`src/rtl/tuple_rr_arb.sv`:
```
// Two-input round-robin merge of tuple streams into one registered output stage,
// with per-stream end tracking and a RUN/DRAIN/DONE completion handshake.
module tuple_rr_arb #(
   parameter int INPUT_SIZE = 64
) (
   input  logic                       clk,
   input  logic                       resetn,
   input  logic [1:0]                 in_valid,
   output logic [1:0]                 in_ready,
   input  logic [1:0][INPUT_SIZE-1:0] in_data,
   input  logic [1:0][31:0]           in_tag,
   input  logic [1:0]                 in_last_processed,
   input  logic [1:0][63:0]           in_serialnum,
   input  logic [1:0]                 in_was_joined,
   input  logic                       out_ready,
   output logic                       out_valid,
   output logic [INPUT_SIZE-1:0]      out_data,
   output logic [31:0]                out_tag,
   output logic                       out_last_processed,
   output logic [63:0]                out_serialnum,
   output logic                       out_was_joined,
   input  logic                       restart,
   output logic                       all_done,
   output logic [31:0]                out_count
);

   typedef enum logic [1:0] {
      RUN   = 2'd0,
      DRAIN = 2'd1,
      DONE  = 2'd2
   } state_t;

   state_t                  r_state;
   state_t                  w_state_nxt;
   logic [1:0]              r_done;
   logic                    r_prio;
   logic [31:0]             r_count;
   logic                    r_out_valid;
   logic [INPUT_SIZE-1:0]   r_out_data;
   logic [31:0]             r_out_tag;
   logic                    r_out_last;
   logic [63:0]             r_out_serialnum;
   logic                    r_out_was_joined;

   logic                    w_can_load;
   logic [1:0]              w_eligible;
   logic [1:0]              w_grant;
   logic                    w_in_xfer;
   logic                    w_out_xfer;
   logic                    w_sel;
   logic                    w_restart;

   assign w_can_load = !r_out_valid || out_ready;
   assign w_eligible = in_valid & ~r_done & {2{r_state == RUN}};

   always_comb begin
      // NOTE: assign a default before any condition so no path leaves w_grant unassigned (no latch).
      w_grant = w_eligible;
      if (w_eligible == 2'b11) begin
         w_grant = r_prio ? 2'b10 : 2'b01;
      end
   end

   assign in_ready   = w_grant & {2{w_can_load}};
   assign w_in_xfer  = |(in_ready & in_valid);
   assign w_sel      = in_ready[1];
   assign w_out_xfer = r_out_valid && out_ready;
   assign w_restart  = (r_state == DONE) && restart;

   // State register
   always_ff @(posedge clk or negedge resetn) begin
      // NOTE: sequential state uses non-blocking assignments so every flop samples pre-edge values.
      if (!resetn) begin
         r_state <= RUN;
      end else begin
         r_state <= w_state_nxt;
      end
   end

   // Next-state logic; DRAIN waits for the output register to empty
   always_comb begin
      w_state_nxt = r_state;
      case (r_state)
         RUN:     if (r_done == 2'b11) w_state_nxt = DRAIN;
         DRAIN:   if (!r_out_valid || out_ready) w_state_nxt = DONE;
         DONE:    if (restart) w_state_nxt = RUN;
         default: w_state_nxt = RUN;
      endcase
   end

   // State-decoded outputs
   always_comb begin
      all_done = (r_state == DONE);
   end

   // Stream bookkeeping: done flags, round-robin pointer, output handshake count
   always_ff @(posedge clk or negedge resetn) begin
      if (!resetn) begin
         r_done  <= 2'b00;
         r_prio  <= 1'b0;
         r_count <= 32'd0;
      end else if (w_restart) begin
         r_done  <= 2'b00;
         r_prio  <= 1'b0;
         r_count <= 32'd0;
      end else begin
         if (w_in_xfer) begin
            r_prio <= ~w_sel;
            if (in_last_processed[w_sel]) begin
               r_done[w_sel] <= 1'b1;
            end
         end
         if (w_out_xfer) begin
            r_count <= r_count + 32'd1;
         end
      end
   end

   // Output register; last is flagged only on the tuple that closes the second stream
   always_ff @(posedge clk or negedge resetn) begin
      // NOTE: payload flops are reset too, so nothing from a prior run is visible after reset.
      if (!resetn) begin
         r_out_valid      <= 1'b0;
         r_out_data       <= '0;
         r_out_tag        <= 32'd0;
         r_out_last       <= 1'b0;
         r_out_serialnum  <= 64'd0;
         r_out_was_joined <= 1'b0;
      end else if (w_in_xfer) begin
         r_out_valid      <= 1'b1;
         r_out_data       <= in_data[w_sel];
         r_out_tag        <= in_tag[w_sel];
         r_out_last       <= in_last_processed[w_sel] && r_done[~w_sel];
         r_out_serialnum  <= in_serialnum[w_sel];
         r_out_was_joined <= in_was_joined[w_sel];
      end else if (w_out_xfer) begin
         r_out_valid <= 1'b0;
      end
   end

   assign out_valid          = r_out_valid;
   assign out_data           = r_out_data;
   assign out_tag            = r_out_tag;
   assign out_last_processed = r_out_last;
   assign out_serialnum      = r_out_serialnum;
   assign out_was_joined     = r_out_was_joined;
   assign out_count          = r_count;

endmodule

```
`config.mk`:
```
export PLATFORM = sky130hd
export DESIGN_NAME = tuple_rr_arb
export DESIGN_NICKNAME = d
export VERILOG_FILES = /design/src/rtl/tuple_rr_arb.sv
export SDC_FILE = /design/constraint.sdc
export NUM_CORES = 1
export LEC_CHECK = 0
export ABC_AREA = 1
export ABC_CLOCK_PERIOD_IN_PS = 1700
export CAP_MARGIN = 40
export CORE_AREA = 4 4 205 207
export CTS_CLUSTER_DIAMETER = 120
export DETAILED_ROUTE_END_ITERATION = 6
export DIE_AREA = 0 0 209 211
export HOLD_SLACK_MARGIN = 0.05
export PLACE_DENSITY = 0.63
export SYNTH_ARGS = -nofsm -noshare
export SYNTH_HDL_FRONTEND = slang
export SYNTH_SLANG_ARGS = --single-unit
```
`constraint.sdc`:
```
create_clock -name clk -period 1.7 [get_ports clk]
set_input_delay 0.255 -clock clk [delete_from_list [all_inputs] [get_ports clk]]
set_output_delay 0.255 -clock clk [all_outputs]
set_load 0.02 [all_outputs]
```
* Yosys cells after proc, flatten, opt, wreduce, memory -nomap -nowiden
Index checks and enable logic that the tools add are counted.
W data, S select, Z words.
** Word-level totals
- Register bits after elaboration :: 200
- Input bits :: 330
- Output and inout bits :: 198
- Word-level logic and storage cells :: 71
** Operators by class
- $add $sub $neg :: 1
- $lt $le $gt $ge :: 3
- Equality and inequality tests :: 7
- Multiplexer cells :: 29
- Bitwise logic cells :: 7
- Reduce and logical (&&, ||, !) cells :: 14
** Operator list (count)
- $mux W64 :: 4
- $mux W32 :: 4
- $add A32 B1 Y32 const B :: 1
- $mux W2 :: 8
- $mux W1 :: 11
- $and A2 B2 Y2 :: 4
- $reduce_bool A2 Y1 :: 4
- $eq A2 B2 Y1 const B :: 3
- $pmux W2 S3 :: 1
- $logic_and A1 B1 Y1 :: 4
- $lt A1 B2 Y1 const B :: 2
- $ne A2 B2 Y1 const B :: 2
- $reduce_and A3 Y1 :: 1
- $eq A2 B1 Y1 const B :: 1
- $logic_not A2 Y1 :: 1
- $ne A2 B1 Y1 const B :: 1
- $not A2 Y2 :: 1
- $or A2 B2 Y2 :: 1
- $reduce_and A2 Y1 :: 1
- $reduce_or A2 Y1 :: 1
- $demux W1 S1 :: 1
- $ge A1 B1 Y1 const B :: 1
- $logic_not A1 Y1 :: 1
- $logic_or A1 B1 Y1 :: 1
- $not A1 Y1 :: 1

* Logic depth before layout (Yosys ltp)
Gate-level depths: netlist of run 1.
- Depth after elaboration :: 14
- Mapped depth :: 10

* Worst setup path before layout of run 1
No wires, ideal clock.
- Path kind :: reg-to-reg
- Start :: register r_count[1] (netlist: out_count[1])
- End :: register r_count[18] (netlist: out_count[18])
- Library setup time :: 117 ps
- Arrival time :: 1471 ps
- Required time :: 1583 ps
- Path slack :: 112 ps
- Cell stages (with the launch flop) :: 9
- Path buffers :: 0
- Period minus slack after synthesis :: 1588 ps
- Path through :: dfrtp_1 ha_1 nand2_1 nor2_1 nand3_1 nor2_2 nand3_1 nor2_1 nor2_1
** On the way
- Cells in the longest elaborated chain, start to end :: 3
** RTL lines
- start: declaration :: line 37 : logic [31:0] r_count;
- start signal: assignment :: line 114 : r_count <= r_count + 32'd1;
- $add A32 B1 Y32 :: line 114
- $mux W32 :: line 113 : if (w_out_xfer) begin
- $mux W32 :: line 102 : end else if (w_restart) begin
No other way between the ends. The select of a mux whose other input is x is not followed.
A chain may end at the register's enable or synchronous reset.

* Final worst setup path of run 1
- Start :: register r_done[0]
- End :: output port in_ready[1]
** On the way
- Cells in the longest elaborated chain, start to end :: 6
** RTL lines
- start: declaration :: line 35 : logic [1:0] r_done;
- start signal: assignment :: line 99 : r_done <= 2'b00;
- start signal: assignment :: line 103 : r_done <= 2'b00;
- start signal: indexed assignment :: line 110 : r_done[w_sel] <= 1'b1;
- $not A2 Y2 :: line 54 : assign w_eligible = in_valid & ~r_done & {2{r_state == RUN}};
- $and A2 B2 Y2 (2 in series) :: line 54
- $eq A2 B2 Y1 :: line 59 : if (w_eligible == 2'b11) begin
- $mux W2 :: line 59
- $and A2 B2 Y2 :: line 64 : assign in_ready = w_grant & {2{w_can_load}};
- end: declaration :: line 9 : output logic [1:0] in_ready,
No other way between the ends.

==> impl_metrics.csv, run 1 <==
group,metric,value,unit
synthesis,async_reset_ff_share,100.0,%
sta,min_period,1833,ps
route,wl_per_cell,19.22,um
route,final_antenna_net_count,0,
floorplanning,die-area,44100,um2
critical_path,max_stage_delay,430,ps
grt,grt_remaining_overflow,0,
floorplanning,core.rowCount,74,
critical_path,worstSetupEndpointType,"output port",
run_status,status,"complete, but fails checks",
synthesis,synth_most_common_cell,"nand2_1",
clock_tree,clock-sinks,200,
synthesis,synth-edff-count,0,
sta,slew_headroom,66.09,%
place,place_area,16180,um2
synthesis,synthTopCellsByCount,"nand2_1 (441), nor2_1 (232), dfrtp_1 (200)",
cells_and_area,fin_nets,2208,
sta,finalSetupViolCount,66,
sta,final_hold_viol_count,0,
synthesis,synth_flop_cell,"dfrtp_1",
sta,fmax,545.5,MHz
route,drtPass1Iterations,5,
synthesis,syn_area_per_cell,7.752,um2
sta,worst_slack,-133.2,ps
floorplanning,coreArea,40370,um2
synthesis,synth_cell_types,27,
clock_tree,cts_made_buffers,17,
route,drt_wl_total,46.57,mm
synthesis,yosysWarnings,0,
power_and_ir_drop,peakVddDrop,0.6958,mV
critical_path,cp_max_fo,2,
clock_tree,cts_buffer_depth,2,
critical_path,path_cells,"nor2_2 -> buf_4 -> nand2_4 -> nand3_4 -> inv_8 -> buf_6 -> buf_12",
grt,antenna_found_initial,1,
critical_path,start_kind,"flop",
run_status,violations,"negative setup slack",
route,avgViaCountPerCell,4.688,
synthesis,yosys.area.top_type,"dfrtp_1",
clock_tree,h-tree-depth,4,
cells_and_area,drive_gt1_share,17.20,%
synthesis,yosys.area.top_type_share,51.98,%
synthesis,syn_nets,1573,
sta,rsz0062_at_grt,"true",
critical_path,critPathRequiredTime,1440,ps
route,drt_iter0_drc,527,
synthesis,synth_area_leaders,"dfrtp_1 (52%), nand2_1 (17%), a31oi_1 (11%)",
critical_path,arrival,1580,ps
power_and_ir_drop,power.leakage,8.178,nW
grt,grt_pass1_wl,61.88,mm
sta,fin_setup_tns,-1120,ps
sta,worst_slew_pin_slew,508.6,ps
power_and_ir_drop,p_per_area,1632,nW/um2
grt,grt_max_degree,70,
floorplanning,die_w,209,um
job,cap_violations,0,
floorplanning,die_y,211,um
synthesis,ys_ff_latch,200,
synthesis,synthesis.area,9628,um2
grt,grt_pass1_vias,10820,
grt,grt_usage,17.91,%
route,vias,11360,
clock_tree,cts_tree,"yes",
synthesis,synthCells,1242,
synthesis,ys_seq_area_share,51.98,%
critical_path,cp_slowest_cell,"dfrtp_1",
sta,slew_viol_final,0,
route,drc,0,
critical_path,crit_type,"reg2out",
place,preCtsSetupSlack,-423.5,ps
place,finalWeightedCongestion,0.8692,
clock_tree,path_clk_slew,70,ps
sta,period_share,107.8,%
worst_hold_path,holdCritPathClass,"in2async",
clock_tree,clock_latency,470,ps
cells_and_area,area_growth_syn_to_layout,92.44,%
floorplanning,initial_utilization,23.85,%
floorplanning,io_pins,528,
place,hpwlAfterDp,31.23,mm
cells_and_area,final_area,18530,um2
clock_tree,cts_root_buf,"clkbuf_16",
place,io_buffers,527,
sta,clock_skew,17.39,ps
sequential cells by signal, summed over array words and instances (netlist names):
name,flops
out_tag,32
out_valid,1
out_data,64
out_was_joined,1
r_state,2
r_prio,1
out_last_processed,1
out_count,32
out_serialnum,64
r_done,2
where the power goes:
group	switching [mW]	internal, mW
clock network	1.94	2.54
logic	9.67	7.83
registers	1.29	6.96
total	12.9	17.3
timing repair:
| action | 4_1_cts | 5_1_grt |
|---|---|---|
| pin swaps | 5 | 42 |
| gates resized for setup | 226 | 208 |
| setup buffers | 16 | 14 |
| cloned | 4 | 33 |
| setup endpoints to repair | 276 | 183 |
| hold buffers | 1 | 0 |
| hold endpoints to repair | 32 | 0 |
metrics by stage:
step | hold WS (ps) | instances | power [mW] | util [%]
2_1_floorplan | -40.59 | 1242 | 15.82 | -
3_3_place_gp | 263.3 | 2325 | 23.76 | 40.08
3_5_place_dp | 271.0 | 2325 | 24.00 | 40.08
4_1_cts | 289.8 | 2378 | 27.62 | 41.85
5_1_grt | 325.7 | 2423 | 31.97 | 45.90
6_report | 332.0 | 2423 | 30.24 | 45.90
routing by layer:
layer / share of wire [%] / GRT usage, % / up-vias / wire [um]
li1: - / - / 5357 / -
met1: 39 / 20.65 / 5428 / 18240
met2: 50 / 31.06 / 501 / 23370
met3: 7.6 / 5.985 / 73 / 3562
met4: 3.0 / 6.706 / 0 / 1401
met5: 0 / 0 / - / 0
area by class of cell:
class	count	area, um2
diodes	1	2.502
clock buffers	21	460.4
clock inverters	11	171.4
fillers	3921	21840
inverters	52	202.7
multi-input cells	915	4626
flip-flops and latches	200	5009
well taps	532	665.6
repair buffers	691	7391
kinds of logic after synthesis:
| family | share of synthesized area [%] |
|---|---|
| buffers and inverters | 6.342 |
| XOR/XNOR | 0.09098 |
| AO/OA/AOI/OAI | 11.99 |
| flip-flops | 51.98 |
| AND/OR/NAND/NOR | 29.46 |
| adder cells (fa/ha/maj) | 0.1299 |
layout by cell type (no fill, tap or decap), drive strengths merged, types with 2 or more instances in the layout:
master / count
nand2: 442
clkdlybuf4s50: 328
nor2: 236
dfrtp: 200
dlygate4sd2: 192
a31oi: 163
buf: 143
inv: 52
clkbuf: 47
nand3: 25
nand4: 13
o21ai: 10
a21oi: 10
nor3: 5
clkinv: 5
bufinv: 4
nor3b: 3
nand3b: 2
clkinvlp: 2
worst paths after layout:
check	start	end	slack, ps	depth (start not counted)
worst max register to register	r_state[0]	out_serialnum[50]	-70	11
worst min register to register	out_last_processed	out_last_processed	500	2
worst max-delay path	r_done[0]	in_ready[1]	-130	7
min in group clk	in_serialnum[67]	out_serialnum[3]	330	3
worst min-delay path	resetn	out_count[23]	330	2
max in group asynchronous	resetn	out_tag[20]	800	3
worst max-delay path, delay by kind of cell, from the launching register on:
kind	cells	cell delay (ps)
buffers and inverters	4	410
flip-flops	1	430
AND/OR/NAND/NOR	3	270
Power figures use the tool's default switching activity.
==> run 2, diff against run 1 <==
GPL_ROUTABILITY_DRIVEN = 0   (was default)
==> results of run 2 <==
Same layout as run 1: the final DEF is identical, and so are final timing and power.
